**src/rtl/mem_arbiter_ctrl_pkg.sv**
```systemverilog
// Shared encodings for the memory arbiter: FSM states and one-hot grant values.
package mem_arbiter_ctrl_pkg;

  typedef enum logic [1:0] {
    ST_IDLE   = 2'd0,
    ST_ACCESS = 2'd1,
    ST_ACK    = 2'd2
  } state_t;

  localparam logic [1:0] GNT_NONE = 2'b00;
  localparam logic [1:0] GNT_CPU  = 2'b01;
  localparam logic [1:0] GNT_LDR  = 2'b10;

endpackage

```
**src/rtl/mem_arbiter_ctrl_if.sv**
```systemverilog
// Requester and memory-side signals of the arbiter, bundled with arbiter (slave)
// and environment (master) views.
interface mem_arbiter_ctrl_if #(
  parameter int DATAWIDTH_BUS  = 32,
  parameter int DATAWIDTH_ADDR = 12
);

  // Handshake: a requester raises Req with Write/Addr/WData stable and holds it
  // until it samples its one-cycle Ack; on that same edge it drops or re-arms Req.
  // Req still high in the IDLE cycle after Ack starts a new transaction.
  logic                      cpuReq;
  logic                      cpuWrite;
  logic [DATAWIDTH_ADDR-1:0] cpuAddr;
  logic [DATAWIDTH_BUS-1:0]  cpuWData;
  logic                      cpuAck;
  logic                      cpuStall;

  logic                      ldrReq;
  logic                      ldrWrite;
  logic [DATAWIDTH_ADDR-1:0] ldrAddr;
  logic [DATAWIDTH_BUS-1:0]  ldrWData;
  logic                      ldrAck;

  logic [DATAWIDTH_BUS-1:0]  rData;
  logic [1:0]                grant;

  logic                      memEnable;
  logic                      memWrite;
  logic [DATAWIDTH_ADDR-1:0] memAddr;
  logic [DATAWIDTH_BUS-1:0]  memWData;
  logic [DATAWIDTH_BUS-1:0]  memRData;

  modport slave (
    input  cpuReq, cpuWrite, cpuAddr, cpuWData,
    input  ldrReq, ldrWrite, ldrAddr, ldrWData,
    input  memRData,
    output cpuAck, cpuStall, ldrAck, rData, grant,
    output memEnable, memWrite, memAddr, memWData
  );

  modport master (
    output cpuReq, cpuWrite, cpuAddr, cpuWData,
    output ldrReq, ldrWrite, ldrAddr, ldrWData,
    output memRData,
    input  cpuAck, cpuStall, ldrAck, rData, grant,
    input  memEnable, memWrite, memAddr, memWData
  );

endinterface

```
**src/rtl/mem_arbiter_ctrl_priority.sv**
```systemverilog
// Grant select for the two requesters. With MEM_ARBITER_ROUND_ROBIN_EN defined, a
// pointer register alternates simultaneous grants; otherwise the CPU always wins.
module mem_arbiter_ctrl_priority
  import mem_arbiter_ctrl_pkg::*;
(
`ifdef MEM_ARBITER_ROUND_ROBIN_EN
  input  logic       clk,
  input  logic       rst,
  input  logic       grantEn,
`endif
  input  logic       cpuReq,
  input  logic       ldrReq,
  output logic [1:0] grant
);

`ifdef MEM_ARBITER_ROUND_ROBIN_EN
  // 1 = the loader was granted most recently, so the CPU wins the next tie.
  logic lastLdr;

  always_ff @(posedge clk) begin
    if (rst) begin
      lastLdr <= 1'b1;
    end else if (grantEn && (grant != GNT_NONE)) begin
      lastLdr <= (grant == GNT_LDR);
    end
  end

  always_comb begin
    grant = GNT_NONE;
    if (cpuReq && ldrReq) begin
      grant = lastLdr ? GNT_CPU : GNT_LDR;
    end else if (cpuReq) begin
      grant = GNT_CPU;
    end else if (ldrReq) begin
      grant = GNT_LDR;
    end
  end
`else
  always_comb begin
    grant = GNT_NONE;
    if (cpuReq) begin
      grant = GNT_CPU;
    end else if (ldrReq) begin
      grant = GNT_LDR;
    end
  end
`endif

endmodule

```
**src/rtl/mem_arbiter_ctrl.sv**
```systemverilog
// Shares a single-port data memory between the CPU and the loader with a fixed-latency
// IDLE -> ACCESS -> ACK sequence. Optional macro: MEM_ARBITER_ROUND_ROBIN_EN.
module mem_arbiter_ctrl
  import mem_arbiter_ctrl_pkg::*;
#(
  parameter int DATAWIDTH_BUS  = 32,
  parameter int DATAWIDTH_ADDR = 12,
  parameter int WAIT_STATES    = 2,
  parameter int WAIT_CNT_WIDTH = 4
) (
  input  logic                MemArbiter_CLOCK_50,
  input  logic                MemArbiter_Reset_InHigh,
  mem_arbiter_ctrl_if.slave   bus,
  output state_t              dbgState
);

  localparam logic [WAIT_CNT_WIDTH-1:0] CNT_LOAD = WAIT_CNT_WIDTH'(WAIT_STATES);
  localparam logic [WAIT_CNT_WIDTH-1:0] CNT_ONE  = WAIT_CNT_WIDTH'(1);

  state_t                    state;
  state_t                    nextState;
  logic [1:0]                selGrant;
  logic [1:0]                grantQ;
  logic                      writeQ;
  logic [DATAWIDTH_ADDR-1:0] addrQ;
  logic [DATAWIDTH_BUS-1:0]  wdataQ;
  logic [DATAWIDTH_BUS-1:0]  rdataQ;
  logic [WAIT_CNT_WIDTH-1:0] waitCnt;
  logic                      anyReq;
  logic                      startAccess;
  logic                      lastAccess;

  assign anyReq      = bus.cpuReq | bus.ldrReq;
  assign startAccess = (state == ST_IDLE) && anyReq;
  assign lastAccess  = (state == ST_ACCESS) && (waitCnt == '0);

  mem_arbiter_ctrl_priority u_priority (
`ifdef MEM_ARBITER_ROUND_ROBIN_EN
    .clk     (MemArbiter_CLOCK_50),
    .rst     (MemArbiter_Reset_InHigh),
    .grantEn (startAccess),
`endif
    .cpuReq  (bus.cpuReq),
    .ldrReq  (bus.ldrReq),
    .grant   (selGrant)
  );

  always_ff @(posedge MemArbiter_CLOCK_50) begin
    if (MemArbiter_Reset_InHigh) begin
      state <= ST_IDLE;
    end else begin
      state <= nextState;
    end
  end

  always_comb begin
    nextState = state;
    case (state)
      ST_IDLE:   if (anyReq) nextState = ST_ACCESS;
      ST_ACCESS: if (waitCnt == '0) nextState = ST_ACK;
      ST_ACK:    nextState = ST_IDLE;
      default:   nextState = ST_IDLE;
    endcase
  end

  // Transaction latch, wait counter and read-data capture.
  always_ff @(posedge MemArbiter_CLOCK_50) begin
    if (MemArbiter_Reset_InHigh) begin
      grantQ  <= GNT_NONE;
      writeQ  <= 1'b0;
      addrQ   <= '0;
      wdataQ  <= '0;
      rdataQ  <= '0;
      waitCnt <= '0;
    end else begin
      if (startAccess) begin
        grantQ  <= selGrant;
        waitCnt <= CNT_LOAD;
        if (selGrant == GNT_LDR) begin
          writeQ <= bus.ldrWrite;
          addrQ  <= bus.ldrAddr;
          wdataQ <= bus.ldrWData;
        end else begin
          writeQ <= bus.cpuWrite;
          addrQ  <= bus.cpuAddr;
          wdataQ <= bus.cpuWData;
        end
      end else if (lastAccess) begin
        if (!writeQ) rdataQ <= bus.memRData;
      end else if (state == ST_ACCESS) begin
        waitCnt <= waitCnt - CNT_ONE;
      end else if (state == ST_ACK) begin
        grantQ <= GNT_NONE;
      end
    end
  end

  assign bus.memEnable = (state == ST_ACCESS);
  assign bus.memWrite  = (state == ST_ACCESS) && writeQ;
  assign bus.memAddr   = addrQ;
  assign bus.memWData  = wdataQ;
  assign bus.cpuAck    = (state == ST_ACK) && (grantQ == GNT_CPU);
  assign bus.ldrAck    = (state == ST_ACK) && (grantQ == GNT_LDR);
  assign bus.cpuStall  = bus.cpuReq & ~bus.cpuAck;
  assign bus.rData     = rdataQ;
  assign bus.grant     = grantQ;
  assign dbgState      = state;

endmodule

```
**src/flat_wrapper.sv**
```systemverilog
// flat-port wrapper written by rule: the top's interface ports become plain ports
module mem_arbiter_ctrl_flat import mem_arbiter_ctrl_pkg::*;
#(
  parameter int DATAWIDTH_BUS  = 32,
  parameter int DATAWIDTH_ADDR = 12,
  parameter int WAIT_STATES    = 2,
  parameter int WAIT_CNT_WIDTH = 4
)
  (MemArbiter_CLOCK_50, MemArbiter_Reset_InHigh, dbgState, bus_cpuReq, bus_cpuWrite, bus_cpuAddr, bus_cpuWData, bus_ldrReq, bus_ldrWrite, bus_ldrAddr, bus_ldrWData, bus_memRData, bus_cpuAck, bus_cpuStall, bus_ldrAck, bus_rData, bus_grant, bus_memEnable, bus_memWrite, bus_memAddr, bus_memWData);
  mem_arbiter_ctrl_if #(.DATAWIDTH_BUS(DATAWIDTH_BUS), .DATAWIDTH_ADDR(DATAWIDTH_ADDR)) bus_i ();
  input  logic MemArbiter_CLOCK_50;
  input  logic MemArbiter_Reset_InHigh;
  output state_t dbgState;
  input wire logic [$bits(bus_i.cpuReq)-1:0] bus_cpuReq;
  input wire logic [$bits(bus_i.cpuWrite)-1:0] bus_cpuWrite;
  input wire logic [$bits(bus_i.cpuAddr)-1:0] bus_cpuAddr;
  input wire logic [$bits(bus_i.cpuWData)-1:0] bus_cpuWData;
  input wire logic [$bits(bus_i.ldrReq)-1:0] bus_ldrReq;
  input wire logic [$bits(bus_i.ldrWrite)-1:0] bus_ldrWrite;
  input wire logic [$bits(bus_i.ldrAddr)-1:0] bus_ldrAddr;
  input wire logic [$bits(bus_i.ldrWData)-1:0] bus_ldrWData;
  input wire logic [$bits(bus_i.memRData)-1:0] bus_memRData;
  output wire logic [$bits(bus_i.cpuAck)-1:0] bus_cpuAck;
  output wire logic [$bits(bus_i.cpuStall)-1:0] bus_cpuStall;
  output wire logic [$bits(bus_i.ldrAck)-1:0] bus_ldrAck;
  output wire logic [$bits(bus_i.rData)-1:0] bus_rData;
  output wire logic [$bits(bus_i.grant)-1:0] bus_grant;
  output wire logic [$bits(bus_i.memEnable)-1:0] bus_memEnable;
  output wire logic [$bits(bus_i.memWrite)-1:0] bus_memWrite;
  output wire logic [$bits(bus_i.memAddr)-1:0] bus_memAddr;
  output wire logic [$bits(bus_i.memWData)-1:0] bus_memWData;
  assign bus_i.cpuReq = bus_cpuReq;
  assign bus_i.cpuWrite = bus_cpuWrite;
  assign bus_i.cpuAddr = bus_cpuAddr;
  assign bus_i.cpuWData = bus_cpuWData;
  assign bus_i.ldrReq = bus_ldrReq;
  assign bus_i.ldrWrite = bus_ldrWrite;
  assign bus_i.ldrAddr = bus_ldrAddr;
  assign bus_i.ldrWData = bus_ldrWData;
  assign bus_i.memRData = bus_memRData;
  assign bus_cpuAck = bus_i.cpuAck;
  assign bus_cpuStall = bus_i.cpuStall;
  assign bus_ldrAck = bus_i.ldrAck;
  assign bus_rData = bus_i.rData;
  assign bus_grant = bus_i.grant;
  assign bus_memEnable = bus_i.memEnable;
  assign bus_memWrite = bus_i.memWrite;
  assign bus_memAddr = bus_i.memAddr;
  assign bus_memWData = bus_i.memWData;
  mem_arbiter_ctrl #(.DATAWIDTH_BUS(DATAWIDTH_BUS), .DATAWIDTH_ADDR(DATAWIDTH_ADDR), .WAIT_STATES(WAIT_STATES), .WAIT_CNT_WIDTH(WAIT_CNT_WIDTH)) u_core (.MemArbiter_CLOCK_50(MemArbiter_CLOCK_50), .MemArbiter_Reset_InHigh(MemArbiter_Reset_InHigh), .bus(bus_i), .dbgState(dbgState));
endmodule
```
**config.mk**
```make
export PLATFORM = sky130hd
export DESIGN_NAME = mem_arbiter_ctrl_flat
export DESIGN_NICKNAME = d
export VERILOG_FILES = /design/src/rtl/mem_arbiter_ctrl_pkg.sv /design/src/rtl/mem_arbiter_ctrl_if.sv /design/src/rtl/mem_arbiter_ctrl_priority.sv /design/src/rtl/mem_arbiter_ctrl.sv /design/src/flat_wrapper.sv
export SDC_FILE = /design/constraint.sdc
export NUM_CORES = 1
export LEC_CHECK = 0
export ABC_AREA = 1
export BUFFER_PORTS_ARGS = -buffer_cell sky130_fd_sc_hd__buf_4
export CAP_MARGIN = 20
export CORE_MARGIN = 3
export CORE_UTILIZATION = 42
export DETAILED_ROUTE_END_ITERATION = 10
export PLACE_DENSITY = 0.77
export SETUP_SLACK_MARGIN = 0.05
export SKIP_CTS_REPAIR_TIMING = 1
export SLEW_MARGIN = 20
export SYNTH_ARGS = -nofsm -noshare
export SYNTH_HDL_FRONTEND = slang
export SYNTH_HIERARCHICAL = 1
export SYNTH_SLANG_ARGS = --single-unit
```
**constraint.sdc**
```tcl
create_clock -name MemArbiter_CLOCK_50 -period 1.3 [get_ports MemArbiter_CLOCK_50]
set_input_delay 0.325 -clock MemArbiter_CLOCK_50 [delete_from_list [all_inputs] [get_ports MemArbiter_CLOCK_50]]
set_output_delay 0.325 -clock MemArbiter_CLOCK_50 [all_outputs]
set_load 0.05 [all_outputs]
```
==> results.py, run 1 <==
metrics = {
    "sta": {
        "setup_viol_count_final": 31,
        "worstMarginPinSlew_ns": 0.223,
        "holdWs_ns": 0.200,
        "drv_slew": 0,
        "fin_crit_sh": 1.16,
        "fmax_ghz": 0.662,
        "grt_setup_unrepaired": "yes",
        "skew_ns": 0.0101,
        "maxSlewHeadroom": 0.851,
        "setup_slack_ns": -0.210,
        "post-route-min-period_ns": 1.51,
        "hold_viol": 0,
    },
    "placement": {
        "port_buffers": 210,
        "dp_hpwl_um": 9600,
        "gp_congestion": 0.814,
        "pre_cts_slack_ns": -0.0439,
        "placed_cells": 1006,
    },
    "finish": {
        "final_cells": 1030,
        "drive_above_1_share": 0.330,
        "nNetsFinal": 1019,
        "diodes": 0,
        "final_cell_mix": "buf_4, nand2_1, nor2_1, inv_1, dfxtp_1",
        "area_growth_pct": 56.6,
        "final_common_cell": "buf_4",
        "finish.utilization": 0.683,
    },
    "status": {
        "status": "complete, but fails checks",
        "violations": "setup timing",
    },
    "worst_setup_path": {
        "cp_max_fo": 4,
        "end_kind": "output pin",
        "cp-start-kind": "register",
        "crit_path_end": "bus_cpuStall",
        "reg2reg_from": "u_core/waitCnt[0]",
        "rrSetupSlack_ns": -0.08,
        "rr_endpoint": "u_core/bus.rData[24]",
        "reg2regPathDepth": 9,
        "cp.required_ns": 0.98,
        "startpoint": "u_core/dbgState[0]",
        "path_class": "reg -> out",
        "arrival_ns": 1.19,
    },
    "run": {
        "max_cap_viol_count": 0,
    },
    "drt": {
        "drt_iter0_markers": 179,
        "drc": 0,
        "dr.pass1.iters": 4,
        "drtAntennaViolNets": 0,
        "avgViaCountPerCell": 4.75,
        "via_count": 4897,
        "wl_per_cell_um": 13.0,
        "drt_wl_total_um": 13400,
    },
    "cts": {
        "cts_buffer_depth": 2,
        "clock_latency_ns": 0.33,
        "cts_sinks": 85,
        "numCtsBuffers": 9,
        "h-tree-depth": 3,
        "path_clk_slew_ns": 0.08,
        "tritoncts": "built",
        "cts_root_buffer": "clkbuf_8",
    },
    "die": {
        "initial_core_util": 0.436,
        "fp.dieH_um": 107,
        "core_sq_um": 9860,
        "rows": 36,
        "die_area_sq_um": 11500,
        "ioPinCount": 211,
        "dieWidth_um": 107,
    },
    "synthesis": {
        "synthCells": 686,
        "ys.flop_type": "dfxtp_1",
        "syn_area_sq_um": 4300,
        "yosysSeqAreaShare": 0.395,
        "yosys_warnings": 6,
        "synthArstFlopShare": 0,
        "syn_area_per_cell_sq_um": 6.27,
        "syn_nets": 813,
        "ys_types": 23,
        "synth-edff-count": 0,
        "synth_seq_cells": 85,
    },
    "power_and_ir_drop": {
        "leakage_nw": 3.59,
        "power.density_nw_per_um2": 1350,
        "ir_worst_vdd_mv": 0.720,
    },
    "global_route": {
        "antenna_found_initial": 0,
        "grt_max_degree": 50,
        "overflow": 0,
        "grt_pass1_vias": 4638,
        "grt_pass1_wl_um": 20700,
        "grt_usage": 0.218,
    },
    "worst_hold_path": {
        "hold_path_class": "in -> reg",
    },
}
-- final cells by class --
type / instances / area (sq um)
Clock buffer: 13 / 169
Sequential cell: 85 / 1730
Inverter: 111 / 430
Fill cell: 834 / 3130
Clock inverter: 3 / 42.5
Timing Repair Buffer: 240 / 2190
Multi-Input combinational cell: 445 / 2010
Tap cell: 133 / 166
-- synthesized netlist by cell type, types with 2 or more instances --
master | number | area share
buf_4 | 4 | 0.0070
o21ai_0 | 33 | 0.038
a21oi_1 | 5 | 0.0058
inv_1 | 106 | 0.092
nand3_1 | 51 | 0.059
buf_2 | 19 | 0.022
nand2_1 | 167 | 0.15
nor2_1 | 134 | 0.12
dfxtp_1 | 85 | 0.40
buf_1 | 5 | 0.0044
nor2_4 | 2 | 0.0052
nand4_1 | 33 | 0.048
buf_6 | 6 | 0.016
nand2_2 | 2 | 0.0029
nor3_1 | 2 | 0.0023
o21ai_1 | 12 | 0.014
inv_2 | 4 | 0.0035
clkbuf_1 | 11 | 0.0096
-- metrics by stage --
| stage | power [W] | area, sq um | setup TNS, ns |
|---|---|---|---|
| floorplan | 0.00562 | 4390 | -0.428 |
| global placement | 0.00679 | 6170 | 0 |
| detailed placement | 0.00686 | 6170 | -0.399 |
| CTS | 0.00882 | 6380 | -2.70 |
| global route | 0.00958 | 6740 | -5.36 |
| finish | 0.00907 | 6740 | -2.09 |
-- layer usage --
| metal | vias to the layer above | global-route usage | part of all wire |
|---|---|---|---|
| li1 | 2500 | - | - |
| met1 | 2193 | 0.260 | 0.40 |
| met2 | 182 | 0.375 | 0.50 |
| met3 | 22 | 0.0596 | 0.080 |
| met4 | 0 | 0.0776 | 0.019 |
| met5 | - | 0 | 0 |
-- report_power, final --
part	switching, W	leakage, nW	total [W]	internal (W)
Clock	0.000903	0.106	0.00195	0.00105
Combinational	0.00246	2.78	0.00394	0.00148
Sequential	0.000231	0.708	0.00319	0.00296
-- how the worst min path moves through the flow --
stage | from | end | slack [ns] | cells after the start
6_report | MemArbiter_Reset_InHigh | u_core/dbgState[0] | 0.20 | 2
5_1_grt | MemArbiter_Reset_InHigh | u_core/dbgState[0] | 0.17 | 2
4_1_cts | MemArbiter_Reset_InHigh | u_core/bus.grant[1] | 0.17 | 2
3_5_place_dp | u_core/bus.memWData[19] | u_core/bus.memWData[19] | 0.49 | 2
3_3_place_gp | u_core/bus.memWData[19] | u_core/bus.memWData[19] | 0.48 | 2
2_1_floorplan | MemArbiter_Reset_InHigh | u_core/bus.grant[0] | 0.38 | 1
-- state kept, by name, summed over array words and instances (netlist names) --
name                 cells
u_core/dbgState          2
u_core/writeQ            1
u_core/bus.memWData     32
u_core/bus.grant         2
u_core/bus.memAddr      12
u_core/waitCnt           4
u_core/bus.rData        32
-- worst max-delay path: stages (launching register included) --
cell and delay (ns):
dfxtp_4 0.36, inv_4 0.07, nand2_4 0.07, nor2_4 0.16, nor2_4 0.04, buf_6 0.15
-- logic make-up (layout without fill, tap and decap cells) --
family,count (synthesis),after routing,share of synthesized area
AO/OA/AOI/OAI,50,50,0.0582
XOR/XNOR,1,1,0.00204
adder cells (fa/ha/maj),1,1,0.00291
buffers and inverters,156,367,0.156
flip-flops,85,85,0.395
AND/OR/NAND/NOR,393,393,0.386
Note: power is estimated with default switching activity, not from simulation.
==> run 2, diff against run 1 <==
- CORE_ASPECT_RATIO: default -> 2
==> run 2 against run 1 <==
Effect of this change: the run still ends with setup timing left; core utilization fell by 0.19 points; worst setup slack improved by 0.0085 ns; first-iteration DRC count rose by 40%; clock power rose by 36%; sequential share of layout area fell by 0.16 points; sequential cell count did not move; final cell count rose by 0.39%; critical path type unchanged; critical endpoint is now bus_memWrite; largest cell class unchanged.
==> results.py, run 2 (synthesis results as in run 1) <==
metrics = {
    "worst_setup_path": {
        "cp.required_ns": 0.98,
        "critPathSlowestCell": "dfxtp_4",
        "end_kind": "output pin",
        "cp-start-kind": "register",
        "cp_max_fo": 4,
        "rr_endpoint": "u_core/bus.rData[17]",
        "arrival_ns": 1.18,
        "path_cells": "inv_4, nor2_4, inv_6, nor2_4, buf_8",
        "slowest_delay_ns": 0.36,
        "reg2reg_from": "u_core/dbgState[0]",
        "reg2regPathDepth": 8,
        "cpMostUsedCell": "nor2_4",
        "path_class": "reg -> out",
        "rrSetupSlack_ns": -0.06,
    },
    "power_and_ir_drop": {
        "p_clk_frac": 0.274,
        "p_switching_w": 0.00366,
        "power_w": 0.00970,
        "power.density_nw_per_um2": 1440,
        "ir_worst_vdd_mv": 0.802,
        "switching_share": 0.377,
        "combPwrFrac": 0.402,
        "pwr-share-seq": 0.324,
        "leakage_nw": 3.65,
        "intPower_w": 0.00604,
    },
    "global_route": {
        "overflow": 0,
        "grt_pass1_wl_um": 21200,
        "grt_pass1_vias": 4590,
        "grt_usage": 0.225,
        "antenna_found_initial": 0,
        "grt_max_degree": 50,
    },
    "cts": {
        "numCtsBuffers": 9,
        "tritoncts": "built",
        "clock_latency_ns": 0.33,
        "path_clk_slew_ns": 0.06,
        "h-tree-depth": 3,
        "cts_sinks": 85,
        "cts_root_buffer": "clkbuf_16",
        "cts_buffer_depth": 2,
    },
    "worst_hold_path": {
        "holdPathStages": 2,
        "holdCritStartpoint": "MemArbiter_Reset_InHigh",
        "worst_hold_path.endpoint": "u_core/dbgState[0]",
        "hold_path_class": "in -> reg",
    },
    "placement": {
        "pre_cts_slack_ns": -0.0106,
        "dp_hpwl_um": 9490,
        "gp_congestion": 0.797,
        "port_buffers": 210,
    },
    "die": {
        "rows": 51,
        "core_sq_um": 9890,
        "initial_core_util": 0.435,
        "die_area_sq_um": 11600,
        "fp.dieH_um": 149,
        "ioPinCount": 211,
        "dieWidth_um": 77.6,
    },
    "finish": {
        "area_growth_pct": 56.6,
        "final_common_cell": "buf_4",
        "final_cell_mix": "buf_4, nand2_1, nor2_1, inv_1, dfxtp_1",
        "nNetsFinal": 1025,
        "fillers": 903,
        "finish.utilization": 0.681,
        "drive_above_1_share": 0.324,
        "diodes": 0,
    },
    "sta": {
        "worstMarginPinSlew_ns": 0.215,
        "maxSlewHeadroom": 0.856,
        "grt_setup_unrepaired": "yes",
        "fin_crit_sh": 1.15,
        "post-route-min-period_ns": 1.50,
        "fmax_ghz": 0.666,
        "hold_viol": 0,
        "setup_slack_ns": -0.201,
        "setup_viol_count_final": 37,
        "drv_slew": 0,
        "skew_ns": 0.00983,
    },
    "drt": {
        "avgViaCountPerCell": 4.68,
        "drc": 0,
        "drtAntennaViolNets": 0,
        "wl_per_cell_um": 13.2,
        "dr.pass1.iters": 4,
        "drt_iter0_markers": 250,
        "via_count": 4839,
        "drt_wl_total_um": 13700,
    },
    "status": {
        "violations": "setup timing",
        "status": "complete, but fails checks",
    },
    "run": {
        "max_cap_viol_count": 0,
    },
}
run 2: changes by cell type in the layout (fill, tap and decap cells not counted), sizes merged:
cell / before / now
clkinvlp: 2 / 0
clkbuf: 16 / 15
buf: 237 / 243
inv: 110 / 112
run 2: critical path: cells and delay by family, from the launching register on:
family	cells	cell delay, ns
DFF	1	0.36
and+or+nand+nor	2	0.25
buffers and inverters	3	0.24
run 2: metal layers:
layer | part of all wire | vias up | GRT usage
met5 | 0 | - | 0
met3 | 0.056 | 30 | 0.0490
met4 | 0.029 | 0 | 0.101
met1 | 0.35 | 2137 | 0.247
li1 | - | 2512 | -
met2 | 0.56 | 160 | 0.407
run 2: how the worst max path moves through the flow:
stage / startpoint / to / slack [ns]
finish: u_core/dbgState[0] / bus_memWrite / -0.20
global route: u_core/dbgState[0] / bus_memWrite / -0.26
CTS: u_core/dbgState[0] / bus_memEnable / -0.31
detailed placement: u_core/waitCnt[0] / u_core/bus.rData[0] / -0.01
global placement: bus_cpuReq / u_core/writeQ / 0.03
floorplan: u_core/dbgState[0] / bus_memWrite / -0.17
run 2: power groups by stage:
stage | logic, W | registers, W | clock network (W)
after floorplan | 0.00130 | 0.00432 | 0
after global placement | 0.00362 | 0.00319 | 0
after detailed placement | 0.00365 | 0.00320 | 0
after CTS | 0.00366 | 0.00315 | 0.00271
after global routing | 0.00420 | 0.00319 | 0.00281
final | 0.00390 | 0.00315 | 0.00265
run 2: cell type report:
| cell class | count | area [sq um] | area share |
|---|---|---|---|
| timing repair buffer | 246 | 2110 | 0.314 |
| multi-input combinational | 445 | 2010 | 0.298 |
| sequential | 85 | 1720 | 0.255 |
| inverter | 111 | 427 | 0.0633 |
| clock buffer | 12 | 268 | 0.0397 |
| tap | 132 | 165 | 0.0245 |
| clock inverter | 3 | 41.3 | 0.00613 |
run 2: metrics by stage:
step	cell area, sq um	setup TNS, ns	cells	hold WS (ns)
floorplan	4390	-0.428	686	0.384
global placement	6190	0	1007	0.476
detailed placement	6190	-0.0163	1007	0.482
CTS	6500	-1.53	1022	0.201
global route	6740	-5.47	1034	0.214
finish	6740	-2.10	1034	0.212
